$ cat src/rtl/hazard_forward_unit.sv
// Load-use stall, redirect flush and EX operand forwarding for the 5-stage core.
// Keeps a small EX/MEM/WB destination scoreboard; all controls are combinational from it.
module hazard_forward_unit #(
    parameter int REG_AW = 5,
    parameter int CNT_W  = 16
) (
    input  logic              clk,
    input  logic              reset,
    input  logic [REG_AW-1:0] id_rs1,
    input  logic [REG_AW-1:0] id_rs2,
    input  logic [REG_AW-1:0] id_rd,
    input  logic              id_uses_rs1,
    input  logic              id_uses_rs2,
    input  logic              id_reg_write,
    input  logic              id_mem_read,
    input  logic              id_valid,
    input  logic              ex_redirect,
    output logic              stall_if_id,
    output logic              flush_if_id,
    output logic              flush_id_ex,
    output logic [1:0]        fwd_a,
    output logic [1:0]        fwd_b,
    output logic [CNT_W-1:0]  stall_count,
    output logic [CNT_W-1:0]  flush_count
);
    localparam logic [CNT_W-1:0] CNT_ONE = {{(CNT_W-1){1'b0}}, 1'b1};

    logic              r_ex_vld;
    logic              r_ex_uses_rs1;
    logic              r_ex_uses_rs2;
    logic              r_ex_reg_write;
    logic              r_ex_mem_read;
    logic [REG_AW-1:0] r_ex_rd;
    logic [REG_AW-1:0] r_ex_rs1;
    logic [REG_AW-1:0] r_ex_rs2;
    logic              r_mem_vld;
    logic              r_mem_reg_write;
    logic [REG_AW-1:0] r_mem_rd;
    logic              r_wb_vld;
    logic              r_wb_reg_write;
    logic [REG_AW-1:0] r_wb_rd;
    logic [CNT_W-1:0]  r_stall_cnt;
    logic [CNT_W-1:0]  r_flush_cnt;

    logic              w_load_use;
    logic              w_stall;
    logic              w_mem_wr;
    logic              w_wb_wr;
    logic [1:0]        w_fwd_a;
    logic [1:0]        w_fwd_b;

    // Writers of x0 are excluded here so they can never stall or forward.
    assign w_mem_wr = r_mem_vld & r_mem_reg_write & (r_mem_rd != '0);
    assign w_wb_wr  = r_wb_vld & r_wb_reg_write & (r_wb_rd != '0);

    assign w_load_use = r_ex_vld & r_ex_mem_read & r_ex_reg_write & (r_ex_rd != '0) & id_valid &
                        ((id_uses_rs1 & (id_rs1 == r_ex_rd)) | (id_uses_rs2 & (id_rs2 == r_ex_rd)));
    assign w_stall    = reset & w_load_use & ~ex_redirect;

    always_comb begin
        w_fwd_a = 2'b00;
        w_fwd_b = 2'b00;
        if (reset && r_ex_vld) begin
            if (r_ex_uses_rs1 && w_mem_wr && (r_mem_rd == r_ex_rs1)) begin
                w_fwd_a = 2'b10;
            end else if (r_ex_uses_rs1 && w_wb_wr && (r_wb_rd == r_ex_rs1)) begin
                w_fwd_a = 2'b01;
            end
            if (r_ex_uses_rs2 && w_mem_wr && (r_mem_rd == r_ex_rs2)) begin
                w_fwd_b = 2'b10;
            end else if (r_ex_uses_rs2 && w_wb_wr && (r_wb_rd == r_ex_rs2)) begin
                w_fwd_b = 2'b01;
            end
        end
    end

    assign stall_if_id = w_stall;
    assign flush_if_id = reset & ex_redirect;
    assign flush_id_ex = reset & (w_load_use | ex_redirect);
    assign fwd_a       = w_fwd_a;
    assign fwd_b       = w_fwd_b;
    assign stall_count = reset ? r_stall_cnt : '0;
    assign flush_count = reset ? r_flush_cnt : '0;

    always_ff @(posedge clk) begin
        if (!reset) begin
            r_ex_vld    <= 1'b0;
            r_mem_vld   <= 1'b0;
            r_wb_vld    <= 1'b0;
            r_stall_cnt <= '0;
            r_flush_cnt <= '0;
        end else begin
            r_wb_vld  <= r_mem_vld;
            r_mem_vld <= r_ex_vld;
            r_ex_vld  <= id_valid & ~w_load_use & ~ex_redirect;
            if (w_stall && (r_stall_cnt != '1)) begin
                r_stall_cnt <= r_stall_cnt + CNT_ONE;
            end
            if (ex_redirect && (r_flush_cnt != '1)) begin
                r_flush_cnt <= r_flush_cnt + CNT_ONE;
            end
        end
    end

    // Payload fields are only meaningful under their slot valid bit, so they need no reset.
    always_ff @(posedge clk) begin
        r_wb_rd         <= r_mem_rd;
        r_wb_reg_write  <= r_mem_reg_write;
        r_mem_rd        <= r_ex_rd;
        r_mem_reg_write <= r_ex_reg_write;
        r_ex_rd         <= id_rd;
        r_ex_rs1        <= id_rs1;
        r_ex_rs2        <= id_rs2;
        r_ex_uses_rs1   <= id_uses_rs1;
        r_ex_uses_rs2   <= id_uses_rs2;
        r_ex_reg_write  <= id_reg_write;
        r_ex_mem_read   <= id_mem_read;
    end
endmodule

$ cat config.mk
export PLATFORM = sky130hd
export DESIGN_NAME = hazard_forward_unit
export DESIGN_NICKNAME = d
export VERILOG_FILES = /design/src/rtl/hazard_forward_unit.sv
export SDC_FILE = /design/constraint.sdc
export NUM_CORES = 1
export LEC_CHECK = 0
export CAP_MARGIN = 15
export CORE_UTILIZATION = 55
export DETAILED_ROUTE_END_ITERATION = 10
export GPL_TIMING_DRIVEN = 1
export PLACE_DENSITY = 0.83
export RECOVER_POWER = 100
export SLEW_MARGIN = 30
export SYNTH_ARGS = -nofsm -noshare
export SYNTH_HDL_FRONTEND = slang
export SYNTH_SLANG_ARGS = --single-unit
$ cat constraint.sdc
create_clock -name clk -period 5.04 [get_ports clk]
set_clock_uncertainty 0.2 [all_clocks]
set_input_delay 1.26 -clock clk [delete_from_list [all_inputs] [get_ports clk]]
set_output_delay 1.26 -clock clk [all_outputs]
set_load 0.02 [all_outputs]
## Word-level counts from Yosys, hierarchy flattened

Index checks and enable logic that the tools add are counted.

| operators by class | value |
|---|---|
| eq/ne operators | 8 |
| reduce and logical (&&, ||, !) cells | 14 |
| shifts and indexed selects | 0 |
| $mul | 0 |
| bitwise logic cells | 21 |
| $lt $le $gt $ge | 0 |
| $add $sub $neg | 2 |
| div/mod/pow operators | 0 |
| multiplexer cells | 8 |

Operators with widths:

| kind | number |
|---|---|
| adder 16 x 1 -> 16 bit (second input constant) | 2 |
| 2-to-1 mux 16 bit | 2 |
| inequality test 16 bit (second input constant) | 2 |
| == test 5 bit | 6 |
| AND 1 bit | 17 |
| nonzero test 5 bit | 3 |
| logical AND 1 bit | 11 |
| 2-to-1 mux 2 bit | 4 |
| 2-to-1 mux 1 bit | 2 |
| inverter 1 bit | 2 |
| bitwise OR 1 bit | 2 |

| storage, ports and cells | value |
|---|---|
| memories kept | 0 |
| register bits | 66 |
| RAM bits | 0 |
| ROM bits | 0 |
| logic and storage cells | 69 |
| bits in latches | 0 |
| bits of input ports | 23 |
| output and inout port bits | 39 |

## Longest topological paths before layout

Gate-level depths: netlist of the first run.

| logic depth | value |
|---|---|
| word-level depth | 8 |
| depth in mapped cells | 7 |
| depth with buffers taken out | 7 |

## Least setup slack after synthesis of the first run

No wires, ideal clock.

| timing path | value |
|---|---|
| path type | in2out |
| from | input id_rs2[1] |
| to | output flush_id_ex |
| arrival time | 2185 ps |
| buffers on the path | 0 |
| data required time | 3580 ps |
| setup slack | 1395 ps |
| stages | 5 |
| cell sequence | xnor2_1 nand4_1 o22ai_2 a21oi_1 nor2b_1 |

| on the way | value |
|---|---|
| word-level cells in the longest chain between the ends | 6 |

Ends and longest elaborated chain:

| what | line | RTL |
|---|---|---|
| start: declaration | 10 | `input logic [REG_AW-1:0] id_rs2,` |
| == test 5 bit | 57 | `((id_uses_rs1 & (id_rs1 == r_ex_rd)) \| (id_uses_rs2 & (id_rs2 == r_ex_rd)));` |
| AND 1 bit | 57 |  |
| bitwise OR 1 bit | 57 |  |
| AND 1 bit | 56 | `assign w_load_use = r_ex_vld & r_ex_mem_read & r_ex_reg_write & (r_ex_rd != '0) & id_valid &` |
| bitwise OR 1 bit | 79 | `assign flush_id_ex = reset & (w_load_use \| ex_redirect);` |
| AND 1 bit | 79 |  |
| end: declaration | 20 | `output logic flush_id_ex,` |

No other way between the ends.

## Worst setup path after layout of the first run

Ends and elaborated chain as after synthesis.

==> results of run 1 <==
worst max-delay path by stage:
stage / slack (ns) / from / to / cells past startpoint
6_report: 0.17 / id_rs2[1] / flush_id_ex / 7
4_1_cts: 0.27 / id_rs2[4] / stall_if_id / 7
3_5_place_dp: 0.30 / id_rs2[4] / stall_if_id / 7
3_3_place_gp: 0.38 / id_rs2[1] / stall_if_id / 7
5_1_grt: 0.10 / id_rs2[1] / flush_id_ex / 7
2_1_floorplan: 1.40 / id_rs2[1] / flush_id_ex / 5
registers in the layout, summed over array words and instances, names as in the netlist, 5 cells and up:
signal and count:
r_flush_cnt 16, r_stall_cnt 16, r_ex_rs1 5, r_ex_rs2 5, r_mem_rd 5, r_wb_rd 5, r_ex_rd 5
power groups by stage:
| stage | combinational, W | sequential, W | clock, W |
|---|---|---|---|
| 6_report | 0.0000684 | 0.000553 | 0.000417 |
| 4_1_cts | 0.0000730 | 0.000553 | 0.000425 |
| 2_1_floorplan | 0.0000418 | 0.000561 | 0 |
| 3_3_place_gp | 0.0000693 | 0.000564 | 0 |
| 5_1_grt | 0.0000755 | 0.000555 | 0.000449 |
| 3_5_place_dp | 0.0000717 | 0.000565 | 0 |
routing by layer:
metal	wire, µm	global-route usage
met5	0	0
met4	218	0.131
met3	310	0.0503
met2	3180	0.392
met1	2740	0.275
synth_stat cells (2+ instances only):
cell and number:
sky130_fd_sc_hd__clkbuf_1 8, sky130_fd_sc_hd__nor2_1 4, sky130_fd_sc_hd__or4_1 3, sky130_fd_sc_hd__nand2_1 26
sky130_fd_sc_hd__nand3_1 12, sky130_fd_sc_hd__a21oi_1 3, sky130_fd_sc_hd__o21ai_0 9, sky130_fd_sc_hd__xnor2_1 36
sky130_fd_sc_hd__mux2_2 3, sky130_fd_sc_hd__nand2b_1 2, sky130_fd_sc_hd__and3_1 4, sky130_fd_sc_hd__dfxtp_1 66
sky130_fd_sc_hd__mux2_4 5, sky130_fd_sc_hd__and2b_1 3, sky130_fd_sc_hd__or3_2 2, sky130_fd_sc_hd__a21boi_1 2
sky130_fd_sc_hd__nor3_1 7, sky130_fd_sc_hd__and4_1 3, sky130_fd_sc_hd__ha_1 2, sky130_fd_sc_hd__buf_2 2
sky130_fd_sc_hd__and2_1 51, sky130_fd_sc_hd__nor4_1 4, sky130_fd_sc_hd__a21boi_0 2, sky130_fd_sc_hd__nor3_2 4
sky130_fd_sc_hd__nor2b_1 7, sky130_fd_sc_hd__xor2_1 8, sky130_fd_sc_hd__nand4_1 17
layout by cell type (no fill, tap or decap), types with 2 or more instances in the layout:
master	synthesis	final
sky130_fd_sc_hd__nand2_1	26	26
sky130_fd_sc_hd__and2_1	51	43
sky130_fd_sc_hd__o21ai_0	9	9
sky130_fd_sc_hd__nand2b_1	2	2
sky130_fd_sc_hd__or4_1	3	3
sky130_fd_sc_hd__a21boi_0	2	4
sky130_fd_sc_hd__nor2b_1	7	7
sky130_fd_sc_hd__and2b_1	3	3
sky130_fd_sc_hd__xor2_1	8	8
sky130_fd_sc_hd__and2_0	0	8
sky130_fd_sc_hd__a21oi_1	3	3
sky130_fd_sc_hd__clkdlybuf4s50_1	0	7
sky130_fd_sc_hd__dfxtp_1	66	66
sky130_fd_sc_hd__nor3_1	7	11
sky130_fd_sc_hd__ha_1	2	2
sky130_fd_sc_hd__or3_2	2	2
sky130_fd_sc_hd__and3_1	4	4
sky130_fd_sc_hd__dlygate4sd3_1	0	54
sky130_fd_sc_hd__clkinv_2	0	2
sky130_fd_sc_hd__clkbuf_8	0	9
sky130_fd_sc_hd__xnor2_1	36	36
sky130_fd_sc_hd__nor2_1	4	4
sky130_fd_sc_hd__clkinvlp_4	0	2
sky130_fd_sc_hd__clkbuf_1	8	2
sky130_fd_sc_hd__mux2_4	5	4
sky130_fd_sc_hd__nor4_1	4	4
sky130_fd_sc_hd__mux2_2	3	3
sky130_fd_sc_hd__nand4_1	17	17
sky130_fd_sc_hd__nand3_1	12	13
sky130_fd_sc_hd__and4_1	3	3
metrics by stage:
stage / total power, W / hold slack [ns] / cells / utilization
3_3_place_gp: 0.000634 / 0.146 / 438 / 0.709
6_report: 0.00104 / 0.161 / 455 / 0.740
2_1_floorplan: 0.000602 / 0.131 / 317 / -
5_1_grt: 0.00108 / 0.163 / 455 / 0.740
4_1_cts: 0.00105 / 0.163 / 454 / 0.745
3_5_place_dp: 0.000637 / 0.155 / 438 / 0.709
cells by family (layout without fill, tap and decap cells):
logic type      count (synthesis)  count (layout)  share of synthesized area
compound gates                 25              25                     0.0556
buf+inv                        12              79                     0.0194
simple gates                  160             160                      0.319
other cells                     0               1                          0
fa+ha+maj                       2               2                    0.00824
mux                             8               8                     0.0358
flops                          66              66                      0.435
xor+xnor                       44              44                      0.127
area by class of cell:
cell class / instances / area, µm²
diodes: 1 / 2.50
clock buffers: 11 / 131
clock inverters: 5 / 55.1
fillers: 419 / 1360
multi-input cells: 239 / 1630
flip-flops and latches: 66 / 1320
well taps: 70 / 87.6
repair buffers: 63 / 623
==> flow_results.org, run 1 <==
** Power and ir drop
- Sequential power share :: 0.533
- Reported leakage power :: 1.50 nW
- The share of total power dissipated in the clock network is 0.401.
- Internal power comes to about 0.0008 W.
- Worst IR drop on VDD :: roughly 180 µV
- Switching part of the total power :: 0.228
- Power spread over the standard cell area amounts to between 200 and 300 nW/µm².
- Net switching power :: approximately 0.00024 W
- Combinational power share :: 0.066

** Timing
- Headroom to the max-slew limit :: 0.608
- The worst path needs ~4.9 ns of the cycle, external delays included.
- In the finished design, the share of the clock period the worst path needs comes to 0.966.
- Setup slack of the critical path after layout :: between 0.15 and 0.2 ns
- For the final routed database, the setup TNS stands at 0 ns.
- Setup repair after global routing left no endpoint under its margin.
- Static timing analysis puts the maximum clock frequency at 205 MHz.
- The total count of max-transition violations in the final report came to 0.
- Final Hold Vio Count :: 0
- At the pin with the least slew margin, the transition time is just under 0.6 ns.
- Number of setup violations in the final report :: 0

** Final layout
- Compared with the post-synthesis result, the final layout area differs by 26.7%.
- At the end of the flow, the number of nets in the layout was just over 400.
- In the final layout, the share of cells above drive strength 1 is 0.0807.
- Design area :: a little under 4000 µm²

** Critical path
- Cell with the largest stage delay on the worst path :: sky130_fd_sc_hd__dlygate4sd3_1
- Kind of cell adding the most delay to the critical path :: buffers and inverters
- Series of cell instances along the critical path :: dlygate4sd3_1, xnor2_1, nand4_1, o22ai_2, a21oi_1, nor2b_1, dlygate4sd3_1
- Critical path capture point type :: output port
- Cell count of the worst reg-to-reg path :: 6
- The critical path is of the input pin to output port type.
- Crit path DAT :: roughly 3.4 ns
- The largest single stage delay on the critical path is ~0.70 ns.
- Maximum fanout along the worst path :: 5
- Cell type with the highest occurrence count on the critical path :: sky130_fd_sc_hd__dlygate4sd3_1
- R2r setup slk :: 2.45 ns
- Worst R2R Start :: r_ex_rd[4]$_DFF_P_
- Startpoint Class :: input pin
- At the worst endpoint, the required time is around 3.6 ns.
- Terminus of the critical flop-to-flop path :: r_stall_cnt[4]$_SDFFE_PN0P_
- Number of buffers and inverters on the critical path :: 2

** Clock tree
- CTS clock-pin slew for the worst setup and hold paths :: about 0.07 ns
- H-tree depth :: 3
- TritonCTS sink count :: 66
- Clock latency at the later pin of the worst-skew pair :: around 0.33 ns
- Number of buffers inserted by post-CTS setup repair :: 0
- The number of clock buffers added by TritonCTS is 9.
- CTS tree :: built
- Gates resized during post-CTS repair numbered 0.
- The cell sitting at the root of the clock tree is a sky130_fd_sc_hd__clkbuf_8.
- For this design, the CTS-stage hold fixing added 0 buffers.
- The clock passes through at most 2 buffers.

** Floorplanning
- DIE WIDTH :: about 76 µm
- Starting utilization of the core area :: 0.584
- For this design the top-level I/O count stands at between 60 and 70.
- In this run the vertical extent of the chip is 76.3 µm.
- The die covers between 5000 and 6000 µm².
- Row count :: 26
- Core area :: around 5200 µm²

** Routing
- Remaining DRCs :: 0
- The first detailed-routing pass ran for 4 iterations.
- For this block, the initial DRC count from the detailed router was between 100 and 150.
- Via density per instance :: between 5 and 6
- For this block, the via count after detailed routing is approximately 2.5k.
- In this run the remaining antenna-violating nets after routing total 0.
- After detailed routing, the average wire length per cell comes to 14.2 µm.
- Wires add up to approximately 6.4 mm.

** Placed design
- Final GP Congestion :: about 0.84
- Prior to clock tree synthesis, the placed netlist has a worst setup slack of 0.296 ns.
- Dpl hpwl :: 4.71 mm
- Input and output buffers added on the ports amount to just over 60.
- Once placement finished, the instance area stood at approximately 3700 µm².

** Logic synthesis
- The share of synthesized area in the top cell type comes to 0.435.
- Syn Nets :: between 300 and 400
- Synthesis inferred 66 register bits.
- Number of distinct library cell variants in the gate-level netlist after synthesis :: 49
- For this run, the register share of the synthesized area comes to 0.435.
- For this run, the number of Yosys warnings is 0.
- The synthesized design contains 0 enable-type register cells.
- Summed over all instances, the cell type with the most area after synthesis is sky130_fd_sc_hd__dfxtp_1.
- The mapped netlist covers 3040 µm².
- After synthesis, the mean cell area works out to 9.58 µm².
- Leading register cell type out of synthesis :: sky130_fd_sc_hd__dfxtp_1
- Synthesis produced between 300 and 400 cells.
- Counting flops with an async set or reset pin after synthesis yields a share of 0.
- By area the synthesized netlist is led by sky130_fd_sc_hd__dfxtp_1 (43%), sky130_fd_sc_hd__and2_1 (11%), sky130_fd_sc_hd__xnor2_1 (10%).

** Global routing
- Number of antenna violations at the first check in global routing :: 1
- Largest net degree at the start of global routing :: 44
- Wire length of the first global-routing pass :: between 10 and 15 mm
- Remaining global-route overflow :: 0
- For this run, the total global-route usage over all layers was measured as 0.233.
- The number of global-route vias before repair came to approximately 2.3k.

** Status
- The run finished with clean final reports.

** Min path
- Worst hold path endpoint :: r_wb_reg_write$_DFF_P_
- Number of cells on the worst hold path :: 0
- The worst hold path begins at r_mem_reg_write$_DFF_P_.
- The path class of the tightest hold or removal check is register to register.

** Job
- Reported max-cap violation count :: 0
(Power assumes the default switching activity.)
==> run 2, diff against run 1 <==
- CORE_MARGIN: unset -> 5
==> flow_results.org, run 2 (synthesis results as in run 1) <==
** Global routing
- The global-route usage over all layers is 0.192 (was 0.233).
- The met1 global-route usage is 0.226 (was 0.275).
- Wire length of the first global-routing pass :: 11.1 mm (was 10.8 mm)
- Remaining global-route overflow :: 0 (unchanged)
- Met2 Usage GRT :: 0.328 (was 0.392)
- Number of antenna violations at the first check in global routing :: 0 (was 1)
- Vias in the first global route :: 2380 (was 2348)
- Largest net degree at the start of global routing :: 41 (was 44)
- GR met3 Demand/Resource :: 0.0540 (was 0.0503)
- Global route hottest layer :: met2 (unchanged)

** Floorplanning
- Height of the chip :: 84.3 µm (was 76.3 µm)
- DIE WIDTH :: 84.3 µm (was 76.3 µm)
- Starting utilization of the core area :: 0.559 (was 0.584)
- The I/O pin total came to 62 (unchanged).
- Row count :: 27 (was 26)
- The area inside the core boundary came to 5440 µm² (was 5200 µm²).
- Die footprint :: 7110 µm² (was 5820 µm²)

** Timing
- Total count of max-transition violations in the final report :: 0 (unchanged)
- RSZ-0062 raised after global routing: no (unchanged).
- Final min period :: 4.85 ns (was 4.87 ns)
- The transition time at the pin with the least slew margin came to 0.836 ns (was 0.588 ns).
- The post-route clock period utilization was 0.962 (was 0.966).
- The max-slew headroom at the worst pin was 0.442 (was 0.608).
- The final setup violation count is 0 (unchanged).
- The final-report hold violation count came to 0 (unchanged).
- Highest Clock Rate :: 206 MHz (was 205 MHz)
- Setup total negative slack :: 0 ns (unchanged)

** Placed design
- Buffers on Ports :: 61 (unchanged)
- The total half-perimeter wirelength after legalization and detailed placement was 4.87 mm (was 4.71 mm).
- The final weighted congestion in routability-driven placement was 0.867 (was 0.845).

** Critical path
- The beginning of the critical path was id_rs2[3] (was id_rs2[1]).
- Maximum fanout along the worst path :: 5 (unchanged)
- Startpoint Class :: input pin (unchanged)
- Number of buffers and inverters on the critical path :: 2 (unchanged)
- The slowest cell on the critical path was sky130_fd_sc_hd__dlygate4sd3_1 (unchanged).
- The category of the worst setup path capture point is an output port (unchanged).
- R2r setup slk :: 2.40 ns (was 2.45 ns)
- The most used cell along the critical path was sky130_fd_sc_hd__dlygate4sd3_1 (unchanged).
- Start-to-end type of the worst setup path :: input pin to output port (unchanged)
- Series of cell instances along the critical path :: dlygate4sd3_1, xnor2_1, nand4_1, o22ai_2, nand2_1, nor2_1, dlygate4sd3_1 (was dlygate4sd3_1, xnor2_1, nand4_1, o22ai_2, a21oi_1, nor2b_1, dlygate4sd3_1)
- Delay contributed by the slowest stage of the critical path :: 0.69 ns (was 0.70 ns)
- The gate family responsible for the most delay along the worst path was buffers and inverters (unchanged).
- The beginning of the worst register-to-register path was r_ex_rd[2]$_DFF_P_ (was r_ex_rd[4]$_DFF_P_).
- Cell count of the worst reg-to-reg path :: 6 (unchanged)
- Terminus of the critical flop-to-flop path :: r_stall_cnt[4]$_SDFFE_PN0P_ (unchanged)
- The signal arrival time at the worst endpoint came to 3.39 ns (was 3.41 ns).
- The worst path required time came to 3.58 ns (about the same).

** Min path
- Startpoint of the lowest-slack hold path :: r_mem_reg_write$_DFF_P_ (unchanged)
- Worst hold path endpoint :: r_wb_reg_write$_DFF_P_ (unchanged)
- The number of cells traversed by the worst hold path was 0 (unchanged).
- The type of the worst min-delay path is register to register (unchanged).

** Power and ir drop
- The highest ir drop seen on vdd is 168 µV (was 181 µV).
- The static leakage power came to 1.48 nW (was 1.50 nW).
- The overall power is 0.00108 W (was 0.00104 W).
- The power density over cell area was 279 nW/µm² (was 270 nW/µm²).

** Status
- Result of the run :: finished, final reports clean (unchanged)

** Clock tree
- The number of buffers on the longest clock path was 2 (unchanged).
- The count of hold-fix buffers inserted at cts came to 0 (unchanged).
- Number of buffers created by CTS :: 9 (unchanged)
- CTS clock-pin slew for the worst setup and hold paths :: 0.07 ns (about the same)
- PostCTS Resize Cnt :: 0 (unchanged)
- Number of buffers inserted by post-CTS setup repair :: 0 (unchanged)
- H-tree depth :: 3 (unchanged)
- The clock latency reported for the late side of the worst-skew pair is 0.34 ns (was 0.33 ns).
- Clock Root Buffer :: sky130_fd_sc_hd__clkbuf_8 (unchanged)
- CTS tree :: built (unchanged)
- TritonCTS sink count :: 66 (unchanged)

** Final layout
- The number of antenna repair diodes was 0 (was 1).
- Leading cell type in the layout, fill and taps excluded :: sky130_fd_sc_hd__dfxtp_1 (unchanged)
- Fraction of final layout cells sized beyond drive strength 1 :: 0.0833 (was 0.0807)
- Area Overhead vs Synth :: 27.5% (was 26.7%)
- Registers with the most flip-flops: r_flush_cnt (16), r_stall_cnt (16) (unchanged).
- Commonest cells after routing, fill and taps aside: sky130_fd_sc_hd__dfxtp_1 (66), sky130_fd_sc_hd__dlygate4sd3_1 (48), sky130_fd_sc_hd__xnor2_1 (36) (was sky130_fd_sc_hd__dfxtp_1 (66), sky130_fd_sc_hd__dlygate4sd3_1 (54), sky130_fd_sc_hd__and2_1 (43)).
- Final-stage net count :: 404 (unchanged)
- Layout fillers :: 432 (was 419)

** Routing
- The wire length after detailed routing is 6.59 mm (was 6.45 mm).
- Remaining DRCs :: 0 (unchanged)
- The starting DRC count in detailed routing is 116 (was 137).
- Count of TritonRoute iterations in the first routing pass :: 4 (unchanged)
- The detailed-route vias per instance came to 5.29 (was 5.41).
- Antenna-violating nets left :: 0 (unchanged)
- Overall via count from detail_route :: 2413 (was 2461)
- The routed length per placed instance came to 14.4 µm (was 14.2 µm).

** Job
- Reported max-cap violation count :: 0 (unchanged)
## run 2: cell count changes in the layout (fill, tap and decap cells not counted), moves of 2 or more
cell / previous run / this run
sky130_fd_sc_hd__dlygate4sd3_1: 54 / 48
sky130_fd_sc_hd__inv_6: 0 / 3
sky130_fd_sc_hd__clkinv_2: 2 / 0
sky130_fd_sc_hd__clkdlybuf4s50_1: 7 / 13
sky130_fd_sc_hd__and2_0: 8 / 16
sky130_fd_sc_hd__and2_1: 43 / 35
## run 2: final cells by class
cell class,count,area (µm²),area share
timing repair buffer,63,622,0.161
tap,72,90.1,0.0233
multi-input combinational,239,1630,0.421
clock inverter,6,72.6,0.0187
sequential,66,1320,0.341
clock buffer,10,138,0.0355
## run 2: worst max path at each step
| stage | endpoint | slack (ns) | cells past startpoint |
|---|---|---|---|
| floorplan | flush_id_ex | 1.40 | 5 |
| global placement | flush_id_ex | 0.34 | 7 |
| detailed placement | flush_id_ex | 0.28 | 7 |
| CTS | flush_id_ex | 0.24 | 7 |
| global route | stall_count[8] | 0.09 | 4 |
| finish | stall_if_id | 0.19 | 7 |
## run 2: layer usage
| layer | share of wire | vias to the layer above |
|---|---|---|
| met5 | 0 | - |
| met4 | 0.019 | 0 |
| met3 | 0.033 | 11 |
| met2 | 0.50 | 54 |
| met1 | 0.45 | 1121 |
| li1 | - | 1227 |
## run 2: per-stage QoR
stage	area, µm²	std cells	hold slack [ns]	util	setup WS [ns]
floorplan	3040	317	0.131	-	1.40
global placement	3690	440	0.153	0.679	0.336
detailed placement	3690	440	0.153	0.679	0.281
CTS	3910	456	0.158	0.718	0.245
global route	3870	456	0.169	0.712	0.0904
finish	3870	456	0.162	0.712	0.189
## run 2: power by group
part	internal, W	switching [W]	leakage [nW]
registers	0.000537	0.0000159	0.544
logic	0.0000377	0.0000296	0.827
clock network	0.000248	0.000214	0.104
total	0.000823	0.000260	1.48
